### src/rtl/rf_pkg.sv
// Shared types and sizes for the operand-fetch stage and its register file.
package rf_pkg;

   localparam int unsigned DATA_W = 16;
   localparam int unsigned REG_AW = 3;
   localparam int unsigned NREGS  = 8;

   typedef logic [DATA_W-1:0] word_t;
   typedef logic [REG_AW-1:0] reg_idx_t;

   typedef enum logic [1:0] {
      IDLE   = 2'd0,
      READ_A = 2'd1,
      READ_B = 2'd2,
      HOLD   = 2'd3
   } fetch_state_t;

endpackage

### src/rtl/operand_fetch_if.sv
// Register-file write port, fetch request and operand handshake of the operand-fetch stage.
interface operand_fetch_if;
   import rf_pkg::*;

   logic     wr_en;
   reg_idx_t wr_num;
   word_t    wr_data;
   logic     start;
   reg_idx_t rn;
   reg_idx_t rm;
   logic     out_ready;
   logic     busy;
   logic     out_valid;
   word_t    a_out;
   word_t    b_out;

   // Requester / producer side.
   modport master (
      output wr_en, wr_num, wr_data, start, rn, rm, out_ready,
      input  busy, out_valid, a_out, b_out
   );

   // Operand-fetch stage side.
   modport slave (
      input  wr_en, wr_num, wr_data, start, rn, rm, out_ready,
      output busy, out_valid, a_out, b_out
   );

endinterface

### src/rtl/regfile8.sv
// 8 x 16-bit register file: synchronous write port, combinational read port.
module regfile8
   import rf_pkg::*;
(
   input  logic     clk,
   input  logic     reset,
   input  logic     wr_en_i,
   input  reg_idx_t wr_num_i,
   input  word_t    wr_data_i,
   input  reg_idx_t rd_num_i,
   output word_t    rd_data_o
);

   word_t mem_q [NREGS];

   // Storage: cleared on reset, otherwise written when enabled.
   always_ff @(posedge clk) begin
      if (reset) begin
         for (int i = 0; i < int'(NREGS); i++) begin
            mem_q[i] <= '0;
         end
      end else if (wr_en_i) begin
         mem_q[wr_num_i] <= wr_data_i;
      end
   end

   assign rd_data_o = mem_q[rd_num_i];

endmodule

### src/rtl/operand_fetch.sv
// Multi-cycle operand fetch: reads Rn then Rm into operand latches, presents the pair
// with a valid/ready handshake. Define OPERAND_FETCH_BYPASS_EN to forward a same-cycle
// register write into the operand being captured.
module operand_fetch
   import rf_pkg::*;
(
   input  logic              clk,
   input  logic              reset,
   operand_fetch_if.slave    bus
);

   fetch_state_t state_q;
   reg_idx_t     rn_q;
   reg_idx_t     rm_q;
   word_t        a_q;
   word_t        b_q;
   logic         busy_q;
   logic         valid_q;

   reg_idx_t     rd_num;
   word_t        rd_data;
   word_t        cap_data;

   // Single read port is shared: Rm in READ_B, Rn otherwise.
   assign rd_num = (state_q == READ_B) ? rm_q : rn_q;

   regfile8 u_rf (
      .clk       (clk),
      .reset     (reset),
      .wr_en_i   (bus.wr_en),
      .wr_num_i  (bus.wr_num),
      .wr_data_i (bus.wr_data),
      .rd_num_i  (rd_num),
      .rd_data_o (rd_data)
   );

`ifdef OPERAND_FETCH_BYPASS_EN
   // Write-through: a write landing on the index being captured wins.
   assign cap_data = (bus.wr_en && (bus.wr_num == rd_num)) ? bus.wr_data : rd_data;
`else
   assign cap_data = rd_data;
`endif

   // Fetch sequencer with registered busy/valid and operand latches.
   always_ff @(posedge clk) begin
      if (reset) begin
         state_q <= IDLE;
         rn_q    <= '0;
         rm_q    <= '0;
         a_q     <= '0;
         b_q     <= '0;
         busy_q  <= 1'b0;
         valid_q <= 1'b0;
      end else begin
         case (state_q)
            IDLE: begin
               if (bus.start) begin
                  rn_q    <= bus.rn;
                  rm_q    <= bus.rm;
                  busy_q  <= 1'b1;
                  state_q <= READ_A;
               end
            end
            READ_A: begin
               a_q     <= cap_data;
               state_q <= READ_B;
            end
            READ_B: begin
               b_q     <= cap_data;
               valid_q <= 1'b1;
               state_q <= HOLD;
            end
            HOLD: begin
               if (bus.out_ready) begin
                  valid_q <= 1'b0;
                  if (bus.start) begin
                     rn_q    <= bus.rn;
                     rm_q    <= bus.rm;
                     state_q <= READ_A;
                  end else begin
                     busy_q  <= 1'b0;
                     state_q <= IDLE;
                  end
               end
            end
            default: begin
               busy_q  <= 1'b0;
               valid_q <= 1'b0;
               state_q <= IDLE;
            end
         endcase
      end
   end

   assign bus.busy      = busy_q;
   assign bus.out_valid = valid_q;
   assign bus.a_out     = a_q;
   assign bus.b_out     = b_q;

endmodule
### src/flat_wrapper.sv
// flat-port wrapper written by rule: the top's interface ports become plain ports
module operand_fetch_flat import rf_pkg::*;
  (clk, reset, bus_wr_en, bus_wr_num, bus_wr_data, bus_start, bus_rn, bus_rm, bus_out_ready, bus_busy, bus_out_valid, bus_a_out, bus_b_out);
  operand_fetch_if bus_i ();
  input  logic clk;
  input  logic reset;
  input wire logic [$bits(bus_i.wr_en)-1:0] bus_wr_en;
  input wire logic [$bits(bus_i.wr_num)-1:0] bus_wr_num;
  input wire logic [$bits(bus_i.wr_data)-1:0] bus_wr_data;
  input wire logic [$bits(bus_i.start)-1:0] bus_start;
  input wire logic [$bits(bus_i.rn)-1:0] bus_rn;
  input wire logic [$bits(bus_i.rm)-1:0] bus_rm;
  input wire logic [$bits(bus_i.out_ready)-1:0] bus_out_ready;
  output wire logic [$bits(bus_i.busy)-1:0] bus_busy;
  output wire logic [$bits(bus_i.out_valid)-1:0] bus_out_valid;
  output wire logic [$bits(bus_i.a_out)-1:0] bus_a_out;
  output wire logic [$bits(bus_i.b_out)-1:0] bus_b_out;
  assign bus_i.wr_en = bus_wr_en;
  assign bus_i.wr_num = bus_wr_num;
  assign bus_i.wr_data = bus_wr_data;
  assign bus_i.start = bus_start;
  assign bus_i.rn = bus_rn;
  assign bus_i.rm = bus_rm;
  assign bus_i.out_ready = bus_out_ready;
  assign bus_busy = bus_i.busy;
  assign bus_out_valid = bus_i.out_valid;
  assign bus_a_out = bus_i.a_out;
  assign bus_b_out = bus_i.b_out;
  operand_fetch u_core (.clk(clk), .reset(reset), .bus(bus_i));
endmodule
### config.mk
export PLATFORM = sky130hd
export DESIGN_NAME = operand_fetch_flat
export DESIGN_NICKNAME = d
export VERILOG_FILES = /design/src/rtl/rf_pkg.sv /design/src/rtl/operand_fetch_if.sv /design/src/rtl/regfile8.sv /design/src/rtl/operand_fetch.sv /design/src/flat_wrapper.sv
export SDC_FILE = /design/constraint.sdc
export NUM_CORES = 1
export LEC_CHECK = 0
export BUFFER_PORTS_ARGS = -buffer_cell sky130_fd_sc_hd__buf_2
export CAP_MARGIN = 20
export CORE_ASPECT_RATIO = 1.4
export CORE_MARGIN = 2
export CORE_UTILIZATION = 60
export CTS_CLUSTER_SIZE = 40
export DETAILED_ROUTE_END_ITERATION = 8
export MAX_ROUTING_LAYER = met4
export PLACE_DENSITY = 0.79
export REMOVE_ABC_BUFFERS = 1
export SLEW_MARGIN = 10
export SYNTH_ARGS = -nofsm -noshare
export SYNTH_HDL_FRONTEND = slang
export SYNTH_SLANG_ARGS = --single-unit
### constraint.sdc
create_clock -name clk -period 2.5 [get_ports clk]
set_input_delay 0.5 -clock clk [delete_from_list [all_inputs] [get_ports clk]]
set_output_delay 0.5 -clock clk [all_outputs]
set_load 0.02 [all_outputs]
==> run_results.csv <==
group,metric,value,unit
logic_synthesis,yosysSeqAreaShare,56.7,%
timing,slew_viol_final,0,
worst_setup_path,path_cells,"inv_1 > ha_4 > mux2_4 > nor2_1 > o221ai_1 > a32oi_1 > a211oi_1",
finish,area_growth,13.7,%
worst_setup_path,cp_slowest_stage_delay,0.51,ns
timing,skew,0.0125,ns
timing,finalHoldViolCount,0,
timing,setup_violations,0,
pwr,powerDensity,989,mW/mm^2
grt,grt_pass1_vias,6359,
floorplanning,dieArea,0.0147,mm^2
outcome,status,"complete, no violations",
finish,fin_cells,1036,
detailed_routing,routedWlPerCell,20.9,um
worst_setup_path,crit_fanout,32,
timing,fin_crit_sh,92.0,%
detailed_routing,antenna_left,0,
logic_synthesis,syn_area,0.00826,mm^2
timing,setup_tns,0,ns
detailed_routing,vias,6452,
worst_setup_path,critPathCaptureType,"flip-flop",
floorplanning,pin_count,64,
clock_tree,htreeDepth,4,
detailed_routing,first_pass_iters,5,
pwr,peakVddDrop,0.000746,V
logic_synthesis,ys.warnings.count,0,
worst_setup_path,critPathSlowestCell,"mux2_4",
timing,relSlewSlack,58.6,%
grt,grt_pass1_wl,33.1,mm
grt,grt-ovfl-total,0,
placement,place_inst,1003,
logic_synthesis,synth-seq-cells,170,
floorplanning,coreArea,0.0134,mm^2
clock_tree,post-cts-setup-buffer-count,0,
worst_setup_path,timing.rr.start,"u_core.state_q[0]$_SDFFE_PP0P_",
pwr,p_leak,0.00341,uW
clock_tree,root_buffer,"clkbuf_16",
grt,antenna_found_initial,1,
worst_setup_path,cp.depth,7,
placement,port-buffer-count,63,
finish,nets,875,
clock_tree,clk_pin_slew_worst_paths,0.07,ns
finish,fill_cells,1004,
floorplanning,fp.dieW,103,um
finish,drive_gt1_share,15.9,%
grt,grt_usage,31.2,%
clock_tree,cts_tree,"yes",
worst_setup_path,r2r_cells,7,
detailed_routing,drc_errors,0,
timing,rsz0062_at_grt,"no",
grt,grt_start_max_net_pins,51,
worst_setup_path,crit_type,"flip-flop to flip-flop",
worst_setup_path,worstPathRequired,2.78,ns
detailed_routing,viasPerCell,6.23,
timing,max_clock_freq,0.435,GHz
detailed_routing,drt_wl_total,21.6,mm
worst_setup_path,cp_num_buf_inv,1,
floorplanning,start_util,61.7,%
timing,tightest_slew,0.621,ns
clock_tree,clock_latency,0.42,ns
floorplanning,rows,50,
placement,hpwl,13.3,mm
timing,min_period,2.30,ns
worst_setup_path,startpoint,"u_core.state_q[0]$_SDFFE_PP0P_",
placement,dpl-instance-area,0.00882,mm^2
finish,final_area,0.00940,mm^2
logic_synthesis,synthesis.instances,790,
worst_setup_path,crit_family,"compound AO/OA/AOI/OAI gates",
detailed_routing,drt-initial-drc-count,643,
worst_setup_path,cp.arrival,2.58,ns
logic_synthesis,netlist-cell-type-count,32,
clock_tree,cts.sinks,170,
clock_tree,clock_path_buffers,2,
clock_tree,postCtsHoldBufs,0,
run,maxCapViolCount,0,
worst_setup_path,start_kind,"flip-flop",
floorplanning,die_h,143,um
min_path,worstHoldPathCells,3,
clock_tree,numCtsBuffers,17,
placement,gp_congestion,0.864,
min_path,worstHoldStart,"bus_rm[1]",
logic_synthesis,avgSynthCellArea,10.5,um^2
min_path,hp-class,"input port to flip-flop",
## metal layers
layer / up-vias / track usage [%] / part of all wire (%)
met3: 64 / 5.14 / 8.8
li1: 2925 / - / -
met4: 0 / 13.6 / 3.4
met2: 361 / 52.8 / 52
met5: - / - / 0
met1: 3102 / 36.3 / 36
## stage by stage
| stage | hold WS (ns) | setup slack, ns | total power [uW] | utilization [%] |
|---|---|---|---|---|
| final | 0.325 | 0.200 | 9290 | 70.2 |
| after global placement | 0.464 | 0.0865 | 6650 | 65.9 |
| after global routing | 0.324 | 0.0574 | 9710 | 70.2 |
| after floorplan | 0.463 | -0.775 | 5640 | - |
| after detailed placement | 0.470 | -0.0301 | 6790 | 65.9 |
| after CTS | 0.317 | 0.0520 | 9240 | 70.1 |
## worst paths after layout
path                            slack (ns)                          endpoint
worst max-delay path                  0.20  u_core.bus.b_out[7]$_SDFFE_PP0P_
worst min-delay path                  0.32       u_core.rm_q[1]$_SDFFE_PP0P_
worst max register to register        0.20  u_core.bus.b_out[7]$_SDFFE_PP0P_
worst min register to register        0.48  u_core.bus.a_out[6]$_SDFFE_PP0N_
## where the power goes
part	leakage (uW)	internal (uW)	switching (uW)
sequential	0.00157	3420	237
combinational	0.00157	1140	2010
clock	0.000263	1390	1100
## flip-flops by register name (all words and copies together), names as in the netlist
register and cells:
u_core.rn_q 3, u_core.rm_q 3, u_core.u_rf.mem_q 128, u_core.bus.busy 1, u_core.bus.b_out 16, u_core.state_q 2, u_core.bus.a_out 16, u_core.bus.out_valid 1
## cells in the final DEF, fill, tap and decap left out, drive strengths merged, types with 3 or more instances in the layout
| cell | Yosys | layout |
|---|---|---|
| or2 | 8 | 8 |
| a21oi | 18 | 18 |
| ha | 5 | 5 |
| a32oi | 16 | 16 |
| clkinvlp | 0 | 3 |
| nand2b | 65 | 65 |
| a22oi | 31 | 31 |
| nor2 | 144 | 144 |
| buf | 27 | 89 |
| dfxtp | 42 | 42 |
| edfxtp | 128 | 128 |
| nand2 | 19 | 19 |
| o21ai | 35 | 35 |
| clkbuf | 31 | 20 |
| a211oi | 34 | 34 |
| o221ai | 31 | 31 |
| mux2i | 9 | 9 |
| inv | 6 | 12 |
| and2 | 129 | 129 |
## layout make-up
type	count	area, um^2	area share (%)
Sequential cell	170	4690	49.9
Multi-Input combinational cell	556	3330	35.5
Timing Repair Buffer	89	573	6.10
Clock buffer	20	437	4.65
Tap cell	182	228	2.42
Clock inverter	12	115	1.23
Inverter	6	22.5	0.240
Antenna cell	1	2.50	0.0266
## cells in the mapped netlist, drive strengths merged
cell type,count,area (um^2)
nand3b,1,7.51
and2,129,807
a21oi,18,90.1
nor2,144,543
edfxtp,128,3840
buf,27,140
o211ai,1,7.51
ha,5,62.6
a2bb2oi,1,8.76
inv,6,22.5
a221oi,1,8.76
nor3,2,15.0
nand2b,65,407
or3b,1,8.76
a22oi,31,233
o31ai,1,7.51
clkbuf,31,116
or2,8,50.1
a211oi,34,255
dfxtp,42,841
mux2i,9,93.8
a32oi,16,140
o221ai,31,272
o21ai,35,175
mux2,1,11.3
nand2,19,71.3
o32a,1,10.0
nor2b,2,12.5
## logic make-up after synthesis
group	Yosys count	synth area share, %
compound gates	170	14.6
fa+ha+maj	5	0.757
simple gates	371	23.3
buf+inv	64	3.38
flops	170	56.7
mux	10	1.27
## worst register-to-register path, stage by stage (launching register included)
cell and delay [ns]:
dfxtp_1 0.34, inv_1 0.19, ha_4 0.31, mux2_4 0.51, nor2_1 0.20, o221ai_1 0.14, a32oi_1 0.35, a211oi_1 0.13
## timing repair
action,in CTS,in global routing
endpoints found under the setup margin,5,16
gates cloned,0,0
resized for setup,1,2
pin swaps,0,0
(Power assumes the default switching activity.)
